$ cat src/rtl/ahb_burst_master.sv
// ---------------------------------------------------------------------------
// ahb_burst_master
//   AHB-Lite bus master sequencer. Takes one transfer command at a time
//   (start address, burst type, size, direction), then drives the pipelined
//   address/data phases (NONSEQ then SEQ) and honours HREADY wait states.
//   It generates INCR and WRAP addresses and handles the two-cycle ERROR
//   response by cancelling the remaining beats.
//
// Handshake (cmd channel): a command transfers on a rising HCLK edge where
//   cmd_valid=1 and cmd_ready=1. cmd_ready is high only while the sequencer
//   is idle. cmd_valid may be raised at any time and the command fields must
//   be stable while cmd_valid=1 and cmd_ready=1.
//
// Ports
//   HCLK, HRESETn        clock, asynchronous active-low reset
//   cmd_valid/cmd_ready  command handshake
//   cmd_addr/burst/size/write/len  command fields (len used for INCR only)
//   wdata, wdata_req     write data source; wdata is sampled when wdata_req=1
//   rdata, rdata_valid   registered read data with 1-cycle valid pulse
//   done, done_err       1-cycle completion pulse and error flag
//   HADDR..HBURST        AHB-Lite address/control phase
//   HWDATA, HRDATA       AHB-Lite data buses
//   HREADY, HRESP        AHB-Lite transfer response
//   dbg_state            current FSM state, for observation only
// ---------------------------------------------------------------------------
module ahb_burst_master #(
  parameter int DATAWIDTH = 32,
  parameter int ADDRWIDTH = 32
) (
  input  logic                 HCLK,
  input  logic                 HRESETn,
  input  logic                 cmd_valid,
  output logic                 cmd_ready,
  input  logic [ADDRWIDTH-1:0] cmd_addr,
  input  logic [2:0]           cmd_burst,
  input  logic [2:0]           cmd_size,
  input  logic                 cmd_write,
  input  logic [4:0]           cmd_len,
  input  logic [DATAWIDTH-1:0] wdata,
  output logic                 wdata_req,
  output logic [DATAWIDTH-1:0] rdata,
  output logic                 rdata_valid,
  output logic                 done,
  output logic                 done_err,
  output logic [ADDRWIDTH-1:0] HADDR,
  output logic [1:0]           HTRANS,
  output logic                 HWRITE,
  output logic [2:0]           HSIZE,
  output logic [2:0]           HBURST,
  output logic [DATAWIDTH-1:0] HWDATA,
  input  logic [DATAWIDTH-1:0] HRDATA,
  input  logic                 HREADY,
  input  logic                 HRESP,
  output logic [2:0]           dbg_state
);

  localparam logic [1:0] TRANS_IDLE   = 2'b00;
  localparam logic [1:0] TRANS_NONSEQ = 2'b10;
  localparam logic [1:0] TRANS_SEQ    = 2'b11;

  // S_ADDR  : first (NONSEQ) address phase, no data phase in flight
  // S_BURST : SEQ address phase overlapping the previous beat's data phase
  // S_LAST  : data phase of the final beat, bus address phase idle
  // S_ERR   : second cycle of an ERROR response, bus already idle
  typedef enum logic [2:0] {
    S_IDLE  = 3'd0,
    S_ADDR  = 3'd1,
    S_BURST = 3'd2,
    S_LAST  = 3'd3,
    S_ERR   = 3'd4
  } state_t;

  state_t state_q, state_d;

  logic [4:0] beats_left;   // address phases still to be issued, incl. current
  logic [2:0] inc_q;        // byte increment 1/2/4
  logic       is_wrap_q;
  logic [5:0] wrap_mask;    // wrap boundary - 1 (at most 16 beats * 4 bytes)

  // ---------------- command decode (valid only while idle) ----------------
  logic [4:0] cmd_beats;
  logic [7:0] cmd_bytes;
  logic [2:0] align_mask;
  logic       cmd_cross_1k;
  logic       cmd_reject;
  logic       accept;

  always_comb begin
    cmd_beats = 5'd16;
    case (cmd_burst)
      3'd0:       cmd_beats = 5'd1;
      3'd1:       cmd_beats = (cmd_len == 5'd0) ? 5'd1 : cmd_len;
      3'd2, 3'd3: cmd_beats = 5'd4;
      3'd4, 3'd5: cmd_beats = 5'd8;
      default:    cmd_beats = 5'd16;
    endcase
  end

  always_comb begin
    align_mask = 3'b111;
    case (cmd_size)
      3'd0:    align_mask = 3'b000;
      3'd1:    align_mask = 3'b001;
      3'd2:    align_mask = 3'b011;
      default: align_mask = 3'b111;
    endcase
  end

  assign cmd_bytes    = {3'b000, cmd_beats} << cmd_size[1:0];
  // The incrementing burst types are exactly the odd HBURST encodings.
  assign cmd_cross_1k = cmd_burst[0] &&
                        (({1'b0, cmd_addr[9:0]} + {3'b000, cmd_bytes}) > 11'h400);
  assign cmd_reject   = (cmd_size > 3'd2) || (|(cmd_addr[2:0] & align_mask)) ||
                        cmd_cross_1k;
  assign accept       = cmd_valid && cmd_ready;

  // ---------------- address generation ----------------
  logic [ADDRWIDTH-1:0] addr_inc;
  logic [ADDRWIDTH-1:0] addr_next;

  assign addr_inc  = HADDR + ADDRWIDTH'(inc_q);
  // Wrap boundary never exceeds 64 bytes, so only the low six bits wrap.
  assign addr_next = is_wrap_q ?
                     {HADDR[ADDRWIDTH-1:6],
                      (HADDR[5:0] & ~wrap_mask) | (addr_inc[5:0] & wrap_mask)} :
                     addr_inc;

  // ---------------- FSM: state register ----------------
  always_ff @(posedge HCLK or negedge HRESETn) begin
    if (!HRESETn) state_q <= S_IDLE;
    else          state_q <= state_d;
  end

  // ---------------- FSM: next state ----------------
  always_comb begin
    state_d = state_q;
    case (state_q)
      S_IDLE:  if (cmd_valid && !cmd_reject) state_d = S_ADDR;
      S_ADDR:  if (HREADY) state_d = (beats_left == 5'd1) ? S_LAST : S_BURST;
      S_BURST: begin
        if (!HREADY && HRESP) state_d = S_ERR;
        else if (HREADY)      state_d = (beats_left == 5'd1) ? S_LAST : S_BURST;
      end
      S_LAST: begin
        if (!HREADY && HRESP) state_d = S_ERR;
        else if (HREADY)      state_d = S_IDLE;
      end
      S_ERR:   if (HREADY) state_d = S_IDLE;
      default: state_d = S_IDLE;
    endcase
  end

  // ---------------- FSM: outputs ----------------
  logic addr_accept;   // address phase of a beat completes this cycle
  logic data_ok;       // data phase completes with OKAY this cycle

  always_comb begin
    cmd_ready   = 1'b0;
    HTRANS      = TRANS_IDLE;
    addr_accept = 1'b0;
    data_ok     = 1'b0;
    case (state_q)
      S_IDLE:  cmd_ready = 1'b1;
      S_ADDR:  begin
        HTRANS      = TRANS_NONSEQ;
        addr_accept = HREADY;
      end
      S_BURST: begin
        HTRANS      = TRANS_SEQ;
        addr_accept = HREADY;
        data_ok     = HREADY && !HRESP;
      end
      S_LAST:  data_ok = HREADY && !HRESP;
      default: ;
    endcase
    wdata_req = addr_accept && HWRITE;
    dbg_state = state_q;
  end

  // ---------------- datapath registers ----------------
  always_ff @(posedge HCLK or negedge HRESETn) begin
    if (!HRESETn) begin
      HADDR       <= '0;
      HWRITE      <= 1'b0;
      HSIZE       <= 3'd0;
      HBURST      <= 3'd0;
      HWDATA      <= '0;
      rdata       <= '0;
      rdata_valid <= 1'b0;
      done        <= 1'b0;
      done_err    <= 1'b0;
      beats_left  <= 5'd0;
      inc_q       <= 3'd0;
      is_wrap_q   <= 1'b0;
      wrap_mask   <= 6'd0;
    end else begin
      rdata_valid <= 1'b0;
      done        <= 1'b0;
      done_err    <= 1'b0;

      if (accept) begin
        if (cmd_reject) begin
          done     <= 1'b1;
          done_err <= 1'b1;
        end else begin
          HADDR      <= cmd_addr;
          HWRITE     <= cmd_write;
          HSIZE      <= cmd_size;
          HBURST     <= cmd_burst;
          beats_left <= cmd_beats;
          inc_q      <= 3'd1 << cmd_size[1:0];
          is_wrap_q  <= (cmd_burst != 3'd0) && !cmd_burst[0];
          wrap_mask  <= cmd_bytes[5:0] - 6'd1;
        end
      end

      if (addr_accept) begin
        // Keep the final beat's address on the bus rather than stepping past it.
        if (beats_left != 5'd1) HADDR <= addr_next;
        beats_left <= beats_left - 5'd1;
        if (HWRITE) HWDATA <= wdata;
      end

      if (data_ok && !HWRITE) begin
        rdata       <= HRDATA;
        rdata_valid <= 1'b1;
      end

      if (state_q == S_LAST && HREADY) begin
        done     <= 1'b1;
        done_err <= HRESP;
      end

      if (state_q == S_ERR && HREADY) begin
        done     <= 1'b1;
        done_err <= 1'b1;
      end
    end
  end

endmodule

$ cat config.mk
export PLATFORM = sky130hd
export DESIGN_NAME = ahb_burst_master
export DESIGN_NICKNAME = d
export VERILOG_FILES = /design/src/rtl/ahb_burst_master.sv
export SDC_FILE = /design/constraint.sdc
export NUM_CORES = 1
export LEC_CHECK = 0
export BUFFER_PORTS_ARGS = -buffer_cell sky130_fd_sc_hd__buf_2
export CORE_MARGIN = 5
export CORE_UTILIZATION = 45
export CTS_BUF_LIST = sky130_fd_sc_hd__clkbuf_8
export CTS_CLUSTER_SIZE = 8
export DETAILED_ROUTE_END_ITERATION = 6
export HOLD_SLACK_MARGIN = 0.02
export PLACE_DENSITY = 0.73
export SETUP_SLACK_MARGIN = 0.2
export SYNTH_ARGS = -nofsm -noshare
export SYNTH_HDL_FRONTEND = slang
export SYNTH_SLANG_ARGS = --single-unit
export TNS_END_PERCENT = 5
$ cat constraint.sdc
create_clock -name HCLK -period 4.7 [get_ports HCLK]
set_input_delay 0.47 -clock HCLK [delete_from_list [all_inputs] [get_ports HCLK]]
set_output_delay 0.47 -clock HCLK [all_outputs]
set_load 0.01 [all_outputs]
# Yosys cells after proc, flatten, opt, wreduce, memory -nomap -nowiden
# Index checks and enable logic that the tools add are counted.
# classes
n_addsub,4
magnitude_cmp,2
n_eq_ne,16
shifts,2
mux,29
bitwise_logic,6
reduce_logical,31
# ops
operator,n
$mux 32,5
$add 32x3->32,1
$mux 5,4
$pmux 5 s4,1
$eq 3x2->1 const B,5
$mux 3,5
$pmux 3 s5,1
$and 6x6->6,2
$add 10x8->11,1
$gt 11x11->1 const B,1
$mux 1,11
$logic_and 1x1->1,10
$eq 3x1->1 const B,3
$eq 3x3->1 const B,3
$logic_not 3->1,3
$pmux 3 s3,1
$reduce_or 2->1,4
$shl 5x2->8,1
$not 6->6,1
$or 6x6->6,1
$reduce_and 2->1,3
$sub 6x1->6 const B,1
$eq 5x1->1 const B,1
$logic_not 1->1,5
other kinds (15),16
# totals
regBits,124
wordCells,105

# Longest topological paths before layout
# Gate-level depths: netlist (run 1).
# depth
word_depth,12
ltp_mapped,19
depth_no_buf,14

# Least setup slack after synthesis (run 1)
# Ideal clock, no wire load.
# synth_path
kind,input to register
from,input cmd_burst[1]
to,"register state_q[0], in the netlist dbg_state[0]"
setup_time_ps,94
arrival_time_ps,3752
required_time_ps,4606
setup_slack_ps,854
path_stages,13
n_path_buf,2
path_cell_list,clkbuf_1 nor2_1 o31a_1 clkbuf_1 mux4_2 ha_1 a21o_1 a221oi_2 xnor2_1 nand4_1 o31a_1 or4b_1 a211oi_1
# synth_between
elab_chain_len,11
# synth_rtl
element,line_no,text
from (decl),35,"input logic [2:0] cmd_burst,"
$eq 3x3->1 / $eq 3x2->1 (equally long branches),90,case (cmd_burst)
$reduce_or 2->1,90,
$pmux 5 s4 (*),90,
$shl 5x2->8 (*),109,"assign cmd_bytes = {3'b000, cmd_beats} << cmd_size[1:0];"
$add 10x8->11 (*),112,"(({1'b0, cmd_addr[9:0]} + {3'b000, cmd_bytes}) > 11'h400);"
$gt 11x11->1 (*),112,
$logic_and 1x1->1 (*),111,assign cmd_cross_1k = cmd_burst[0] &&
$logic_or 1x1->1 (*),113,assign cmd_reject = (cmd_size > 3'd2) || (|(cmd_addr[2:0] & align_mask)) ||
$logic_not 1->1 (*),138,S_IDLE: if (cmd_valid && !cmd_reject) state_d = S_ADDR;
$logic_and 1x1->1 (*),138,
$ne 2x2->1 (no line) (*),--,
to (signal assigned),131,else state_q <= state_d;
to (decl),73,"state_t state_q, state_d;"
# Every way passes the cells marked *; elsewhere a longest branch is shown, timed or not.
# A chain may end at the register's enable or synchronous reset.

# Worst setup path after layout (run 1)
# layout_path
from,input cmd_burst[1]
to,register beats_left[2]
# layout_between
elab_chain_len,10
# layout_rtl
element,line_no,text
$eq 3x3->1 / $eq 3x2->1 (equally long branches),90,
$reduce_or 2->1,90,
$pmux 5 s4 (*),90,
$shl 5x2->8,109,
$add 10x8->11,112,
$gt 11x11->1,112,
$logic_and 1x1->1,111,
$logic_or 1x1->1,113,
$ne 2x1->1 (no line),--,
$reduce_and 2->1 (no line),--,
to (signal assigned),210,beats_left <= cmd_beats;
to (signal assigned),220,beats_left <= beats_left - 5'd1;
to (decl),75,logic [4:0] beats_left;
# Every way passes the cells marked *; elsewhere a longest branch is shown, timed or not. The select of a mux whose other input is x is not followed.

==> results of run 1 <==
==> where the power goes <==
group	switching (mW)	leakage [nW]	total, mW	internal, mW
clock	0.430	0.185	0.899	0.468
sequential	0.389	1.48	1.96	1.57
combinational	1.18	2.38	2.13	0.949
==> registers in the layout, indices dropped and copies added, names as in the netlist, named ones only <==
register	cells
dbg_state	3
HBURST	3
beats_left	5
HWDATA	32
done_err	1
HSIZE	3
is_wrap_q	1
rdata_valid	1
HADDR	26
inc_q	3
wrap_mask	6
rdata	32
done	1
HWRITE	1
==> worst register-to-register path: stages (launching register included) <==
cell and delay [ps]:
dfrtp_1 570, xnor2_1 200, nor3_1 500, nand2_1 570
nor2_1 430, nand2_1 160, o221a_2 250
==> worst paths after layout <==
| path | endpoint | cells after the start | slack (ps) |
|---|---|---|---|
| max | beats_left[2] | 16 | 790 |
| min | rdata[9] | 3 | 230 |
| max reg2reg | HADDR[21] | 6 | 1900 |
| min reg2reg | rdata[9] | 2 | 470 |
| max in group asynchronous | HWDATA[3] | 3 | 3240 |
| min in group asynchronous | HWDATA[16] | 2 | 460 |
==> cell type report <==
| class | instances | area share, % |
|---|---|---|
| Antenna cell | 5 | 0.1540 |
| Sequential cell | 124 | 38.18 |
| Multi-Input combinational cell | 495 | 37.88 |
| Inverter | 27 | 1.247 |
| Clock buffer | 17 | 2.879 |
| Timing Repair Buffer | 237 | 15.03 |
| Tap cell | 180 | 2.771 |
| Clock inverter | 15 | 1.863 |
==> layer usage <==
metal / wire [µm] / part of all wire [%] / vias up
met5: 13 / 0.069 / -
met4: 358 / 1.9 / 2
met3: 1440 / 7.6 / 24
met2: 9201 / 49 / 205
met1: 7956 / 42 / 2841
li1: - / - / 2867
==> synthesized netlist by cell type (11+ instances only) <==
master,n
a21oi_1,31
a211oi_1,11
nand3_1,19
nand2_1,136
clkbuf_1,13
dfrtp_1,124
o21ai_0,28
nor3_1,29
mux2_2,34
inv_1,27
ha_1,15
nor2_1,50
==> cell families after synthesis <==
kind of cell / count (synthesis) / share of synthesized area, %
AO/OA/AOI/OAI: 145 / 15.29
AND/OR/NAND/NOR: 286 / 20.73
XOR/XNOR: 9 / 1.221
adder cells (fa/ha/maj): 17 / 3.526
buffers and inverters: 62 / 4.437
flip-flops: 124 / 48.05
multiplexers: 38 / 6.743
==> cell usage in the layout (no fill, tap or decap), types with 4 or more instances in the layout <==
cell and n:
a211oi_1 11, a21o_1 6, a21oi_1 31, a31oi_1 9, and3_1 10, buf_2 224, buf_4 12, clkbuf_8 17
clkinvlp_4 5, dfrtp_1 124, diode_2 5, ha_1 15, inv_1 28, mux2_2 34, nand2_1 136, nand2b_1 4
nand3_1 19, nand4_1 5, nor2_1 50, nor2b_1 5, nor3_1 29, o211ai_1 6, o21ai_0 28, o21ai_1 6
o221a_2 5, o22ai_1 6, or3_1 4, xnor2_1 6
==> metrics by stage <==
stage	util [%]	cell area (µm²)	power, mW	cells
floorplan	-	6457	3.240	681
global placement	55.18	7719	4.058	1062
detailed placement	55.18	7719	4.124	1062
CTS	58.01	8114	5.034	1095
global route	58.09	8127	5.385	1100
finish	58.09	8127	4.986	1100
==> results.yml, run 1 <==
status:
  status: "finished, final reports clean"
floorplanning:
  placementRows: 43
  die_area_mm2: 0.01685
  io_pins: 226
  start_util_pct: 46.16
  core_area_mm2: 0.01399
  dieHeight_um: 129.8
  die_w_um: 129.8
timing:
  tightest_slew_ps: 1028
  setup_ws_ps: 794.2
  fin_crit_ps: 3906
  max_clock_freq_mhz: 256.0
  clock_skew_ps: 7.879
  hold_slack_ps: 229.4
  setup_viol_count_final: 0
  maxSlewViolCount: 0
  post-route-period-util_pct: 83.10
  hold_violations: 0
  finalSetupTns_ps: 0
  max_slew_margin_pct: 31.38
  rsz0062_at_grt: "false"
global_route:
  top_usage_layer: "met2"
  grt.met3_usage_pct: 6.222
  grt_pass1_wl_um: 29730
  grt_max_degree: 53
  grt_overflow_total: 0
  gr-usage-all-layers_pct: 22.51
  use_met2_pct: 36.46
  use_met1_pct: 29.25
  antenna_found_initial: 6
  grt_pass1_vias: 5620
logic_synthesis:
  synth_seq_cells: 124
  synth_top_area_share_pct: 48.05
  synthArstFlopShare_pct: 100.0
  synth-edff-count: 0
  synth_fp_nets: 811
  yosysUniqueCellTypes: 74
  seq_area_frac_synth_pct: 48.05
  synth_top_area_cell: "dfrtp_1"
  netlist_top_cells_area: "dfrtp_1, nand2_1, mux2_2"
  avgSynthCellArea_um2: 9.482
  ys.flop_type: "dfrtp_1"
  synth_cells: 681
  ys_warn_count: 0
  synth_area_mm2: 0.006457
route:
  drt-wirelength-per-cell_um: 17.25
  first_pass_iters: 5
  drc_errors: 0
  vias: 5939
  avgViaCountPerCell: 5.399
  wl_um: 18970
  drtIter0Drc: 326
  drtAntennaViolNets: 0
setup_path:
  cpMaxStageDelayCell: "a221oi_1"
  end_kind: "flip-flop"
  cpPeakStageDelay_ps: 490
  crit_buf_inv: 3
  startpoint: "cmd_burst[1]"
  start_kind: "input pin"
  crit_path_cell_trace: "buf_2, nor2_1, o31a_1, nand2_1, nor2_1, ha_1, inv_1, fa_1, nand3b_1, a21oi_1, o21ai_0, a221oi_1, o22a_2, buf_4, a21oi_1, o221a_2"
  critPathMaxFanout: 18
  crit_family: "compound AO/OA/AOI/OAI gates"
  rr_startpoint: "dbg_state[0]"
  worstPathArrival_ps: 4220
  path_class: "input pin to flip-flop"
  cp.required_ps: 5010
clock_tree:
  numCtsBuffers: 17
  cts_root_buffer: "clkbuf_8"
  max-clock-path-buffers: 2
  htreeDepth: 4
  post_cts_buffers: 0
  clk_pin_slew_ps: 70
  cts_tree: "yes"
  cts_sinks: 124
  clock_latency_ps: 430
  cts_hold_buf: 1
  cts_resized: 0
power:
  powerDensity_mw_per_mm2: 613.6
  vdd_drop_max_mv: 0.2634
  p_leak_nw: 4.046
cells_and_area:
  area_growth_pct: 25.85
  fin_nets: 1032
  regArea_mm2: 0.003103
  fillCellCount: 1280
  multiInputGateArea_mm2: 0.003078
  drive_gt1_share_pct: 35.08
place:
  gp_congestion: 0.9428
  port_buffers: 225
  dp_worst_setup_slack_ps: 458.8
  dp.final_hpwl_um: 14710
run:
  maxCapViolations: 0
hold_path:
  min_path_type: "input pin to flip-flop"
  hp-start: "HRDATA[9]"
Note: power is estimated with default switching activity, not from simulation.
==> inputs of run 2 (changes only) <==
- clock period: 4.7 -> 3.6 ns (I/O delays scaled with it)
==> run 2 against run 1 <==
Critical path depth is 1 lower. Combinational power increased by 34%. Flip-flop and latch count did not move. Non-clock buffer count increased by 31. Clock skew grew 3.1 ps. Cell area rose by 4.0%. Worst hold slack lost 120 ps. First-iteration DRC count fell by 32%. Via count up 1.4%. Total power grew 33%.
==> results.yml, run 2 (synthesized netlist as in run 1, its figures left out) <==
floorplanning:
  dieHeight_um: 129.8
  start_util_pct: 46.16
  core_area_mm2: 0.01399
  io_pins: 226
  die_w_um: 129.8
  die_area_mm2: 0.01685
  placementRows: 43
timing:
  hold_slack_ps: 108.8
  post-route-period-util_pct: 89.56
  finalSetupTns_ps: 0
  max_clock_freq_mhz: 310.2
  hold_violations: 0
  fin_crit_ps: 3224
  clock_skew_ps: 11.03
  maxSlewViolCount: 0
  tightest_slew_ps: 783.7
  setup_viol_count_final: 0
  max_slew_margin_pct: 47.75
  rsz0062_at_grt: "false"
route:
  first_pass_iters: 5
  drc_errors: 0
  drtIter0Drc: 223
  wl_um: 19600
  avgViaCountPerCell: 5.340
  drt-wirelength-per-cell_um: 17.37
  drtAntennaViolNets: 0
  vias: 6023
setup_path:
  path_common_cell: "o31a_1"
  start_kind: "input pin"
  end_kind: "flip-flop"
  path_class: "input pin to flip-flop"
  crit_family: "simple AND/OR/NAND/NOR gates"
  crit_buf_inv: 2
  crit_path_cell_trace: "buf_2, nor4_2, o31a_1, nand2_1, nor2_2, ha_1, inv_1, fa_1, xor2_1, o2111ai_1, nor4b_2, nand4_1, o31a_1, or4b_1, a211oi_2"
  worstPathArrival_ps: 3570
  cpPeakStageDelay_ps: 520
  cpMaxStageDelayCell: "or4b_1"
  critPathMaxFanout: 4
  cp.required_ps: 3950
global_route:
  grt_pass1_wl_um: 30440
  top_usage_layer: "met2"
  grt.met3_usage_pct: 6.386
  antenna_found_initial: 4
  grt_max_degree: 71
  use_met2_pct: 39.34
  use_met1_pct: 28.87
  gr-usage-all-layers_pct: 23.25
  grt_overflow_total: 0
  grt_pass1_vias: 5785
place:
  gp_congestion: 0.9155
  dp.final_hpwl_um: 15070
  port_buffers: 225
clock_tree:
  numCtsBuffers: 17
  cts_sinks: 124
  cts_root_buffer: "clkbuf_8"
  clock_latency_ps: 430
  max-clock-path-buffers: 2
  htreeDepth: 4
  clk_pin_slew_ps: 80
  cts_tree: "yes"
power:
  p_leak_nw: 4.210
  total_power_mw: 6.625
  vdd_drop_max_mv: 0.3594
  powerDensity_mw_per_mm2: 784.1
cells_and_area:
  layout_commonest_cell: "buf_2"
  final_util_pct: 60.40
  fillCellCount: 1264
  area_growth_pct: 30.85
  fin_nets: 1063
  reg_top3: "HWDATA (32), rdata (32), HADDR (26)"
  drive_gt1_share_pct: 37.95
  final_cell_mix: "buf_2, nand2_1, dfrtp_1, nor2_1, buf_4"
run:
  maxCapViolations: 0
hold_path:
  min_path_type: "input pin to flip-flop"
status:
  status: "finished, final reports clean"
-- run 2: worst paths after layout --
kind,startpoint,end,slack [ps],depth (start not counted)
max,cmd_len[2],dbg_state[0],380,15
min,HRDATA[19],rdata[19],110,3
max reg2reg,dbg_state[0],HADDR[23],1060,6
min reg2reg,rdata[14],rdata[14],470,2
max in group asynchronous,HRESETn,rdata[18],2220,3
min in group asynchronous,HRESETn,HADDR[22],550,2
-- run 2: worst register-to-register path: stages (launching register included) --
cell     delay, ps
dfrtp_1        580
xnor2_1        210
nor3_1         480
nand2_1        380
nor2_1         350
nand2_1        170
o221a_2        260
-- run 2: power breakdown --
group	internal (mW)	switching (mW)	total, mW	leakage (nW)
clock network	0.633	0.582	1.22	0.189
logic	1.29	1.56	2.85	2.54
registers	2.05	0.511	2.56	1.48
total	3.97	2.65	6.63	4.21
-- run 2: repair_timing --
| item | in CTS | in global routing |
|---|---|---|
| hold endpoints to repair | 35 | 0 |
| setup endpoints to repair | 0 | 5 |
| buffers inserted | 0 | 1 |
| hold buffers | 1 | 0 |
| gates resized for setup | 0 | 3 |
-- run 2: routing by layer --
metal / vias to the layer above / wire length [µm] / share of wire [%]
met4: 4 / 374 / 1.9
met3: 29 / 1443 / 7.4
met2: 208 / 9765 / 50
met5: - / 25 / 0.13
met1: 2851 / 7988 / 41
li1: 2931 / - / -
-- run 2: layout make-up --
| type | count | area [µm²] | share of cell area, % |
|---|---|---|---|
| clock buffers | 18 | 247.7 | 2.932 |
| multi-input cells | 495 | 3129 | 37.04 |
| clock inverters | 14 | 146.4 | 1.733 |
| well taps | 180 | 225.2 | 2.665 |
| flip-flops and latches | 124 | 3103 | 36.72 |
| inverters | 27 | 101.3 | 1.199 |
| repair buffers | 268 | 1491 | 17.65 |
| diodes | 2 | 5.005 | 0.05923 |
-- run 2: metrics by stage --
step / area, µm² / worst slack (ps) / cells
after global placement: 8019 / -4.128 / 1092
after CTS: 8423 / 366.1 / 1125
final: 8449 / 375.8 / 1128
after global routing: 8449 / 213.4 / 1128
after detailed placement: 8019 / -95.81 / 1092
after floorplan: 6513 / 95.39 / 681
==> inputs of run 3 (changes only) <==
- SETUP_SLACK_MARGIN: 0.2 -> 0.4
==> run 3 against run 2 <==
Routed wire length is 3.4% lower. Core utilization grew 0.37 points. Cell count decreased by 0.80%. Cell area grew 0.61%. Register-to-register slack got worse by 40 ps. Count of clock-buffer cells in the layout stayed put. Clock power rose by 14%. Critical path type unchanged.
==> results.yml, run 3 (synthesized netlist as in run 1, its figures left out) <==
timing:
  max_clock_freq_mhz: 310.5
  fin_crit_ps: 3220
  rsz0062_at_grt: "true"
  finalSetupTns_ps: 0
  setup_ws_ps: 379.6
  hold_slack_ps: 111.7
  tightest_slew_ps: 992.2
  clock_skew_ps: 10.55
  post-route-period-util_pct: 89.46
  hold_violations: 0
  maxSlewViolCount: 0
  max_slew_margin_pct: 33.78
  setup_viol_count_final: 0
floorplanning:
  io_pins: 226
  core_area_mm2: 0.01399
  start_util_pct: 46.16
  placementRows: 43
  die_w_um: 129.8
  dieHeight_um: 129.8
  die_area_mm2: 0.01685
cells_and_area:
  final_cell_mix: "buf_2, nand2_1, dfrtp_1, nor2_1, mux2_2"
  area_growth_pct: 31.64
  fin_nets: 1055
  drive_gt1_share_pct: 37.85
  reg_top3: "HWDATA (32), rdata (32), HADDR (26)"
  layout_commonest_cell: "buf_2"
hold_path:
  whs_path_depth: 3
  min_path_type: "input pin to flip-flop"
  whs_endpoint: "rdata[25]"
  hp-start: "HRDATA[25]"
place:
  gp_congestion: 0.9189
  port_buffers: 225
  dp_worst_setup_slack_ps: -65.04
  dp.final_hpwl_um: 14450
setup_path:
  cpPeakStageDelay_ps: 530
  path_class: "input pin to flip-flop"
  reg2reg_depth: 10
  end_kind: "flip-flop"
  critPathMaxFanout: 4
  crit_path_cell_trace: "buf_2, nor4_1, o31a_1, a21oi_1, or2_2, inv_1, ha_1, a21o_1, a221oi_4, xnor2_1, nand4_1, o31a_1, or4b_1, a211oi_2"
  cpMaxStageDelayCell: "or4b_1"
  path_common_cell: "o31a_1"
  start_kind: "input pin"
  worstPathArrival_ps: 3570
  r2r_slack_ps: 1020
  crit_buf_inv: 2
  crit_family: "compound AO/OA/AOI/OAI gates"
  worstReg2RegEnd: "HADDR[18]"
  cp.required_ps: 3950
power:
  p_leak_nw: 4.228
  vdd_drop_max_mv: 0.3553
  powerDensity_mw_per_mm2: 800.0
global_route:
  grt_overflow_total: 0
  grt_max_degree: 69
  grt_pass1_vias: 5753
  antenna_found_initial: 1
  gr-usage-all-layers_pct: 22.59
  grt_pass1_wl_um: 29990
clock_tree:
  numCtsBuffers: 17
  max-clock-path-buffers: 2
  clk_pin_slew_ps: 70
  clock_latency_ps: 440
  cts_sinks: 124
  htreeDepth: 4
  cts_tree: "yes"
  cts_root_buffer: "clkbuf_8"
route:
  first_pass_iters: 4
  drt-wirelength-per-cell_um: 16.92
  avgViaCountPerCell: 5.391
  vias: 6032
  drtAntennaViolNets: 0
  drtIter0Drc: 340
  drc_errors: 0
  wl_um: 18940
run:
  maxCapViolations: 0
status:
  status: "finished, final reports clean"
run 3: cell count changes in the layout (fill, tap and decap cells not counted), sizes merged:
cell and delta:
buf -8, clkinvlp -4, bufinv +2, clkinv +1, diode -1, inv +1
run 3: through the flow:
stage	utilization [%]	cell area [µm²]	instances	power, mW
final	60.77	8501	1119	6.801
after global routing	60.77	8501	1119	7.328
after CTS	60.59	8476	1117	6.867
after detailed placement	57.25	8009	1084	5.448
after global placement	57.25	8009	1084	5.367
after floorplan	-	6544	681	4.253
run 3: cell type report:
type,count,area (µm²)
sequential,124,3103
clock buffer,18,247.7
tap,180,225.2
antenna,1,2.502
timing repair buffer,260,1456
clock inverter,14,209.0
fill,1240,5488
inverter,27,101.3
multi-input combinational,495,3156
run 3: layer usage:
metal | part of all wire, % | vias up | track usage [%]
li1 | - | 2910 | -
met3 | 7.2 | 24 | 4.585
met1 | 41 | 2879 | 29.28
met4 | 2.0 | 0 | 8.313
met5 | 0 | - | 0
met2 | 50 | 219 | 37.67
run 3: worst min-delay path, stage by stage:
cell and delay [ps]:
buf_2 70, nand2_1 40, nand2_1 50
run 3: power breakdown:
group / switching, mW / leakage, nW / internal (mW)
clock network: 0.604 / 0.226 / 0.789
registers: 0.508 / 1.48 / 2.05
logic: 1.55 / 2.52 / 1.30
run 3: what timing repair did:
item | CTS | global route
resized for setup | 0 | 4
hold buffers | 1 | 0
setup buffers | 0 | 1
endpoints found under the hold margin | 56 | 0
endpoints found under the setup margin | 0 | 41
run 3: how the worst max path moves through the flow:
stage	startpoint	end	slack [ps]	depth (start not counted)
2_1_floorplan	cmd_burst[0]	dbg_state[0]	100	13
6_report	cmd_len[2]	dbg_state[0]	380	14
4_1_cts	cmd_len[2]	dbg_state[0]	400	14
5_1_grt	cmd_len[2]	dbg_state[0]	210	15
3_3_place_gp	cmd_len[2]	done_err	-20	14
3_5_place_dp	cmd_len[2]	dbg_state[0]	-70	14
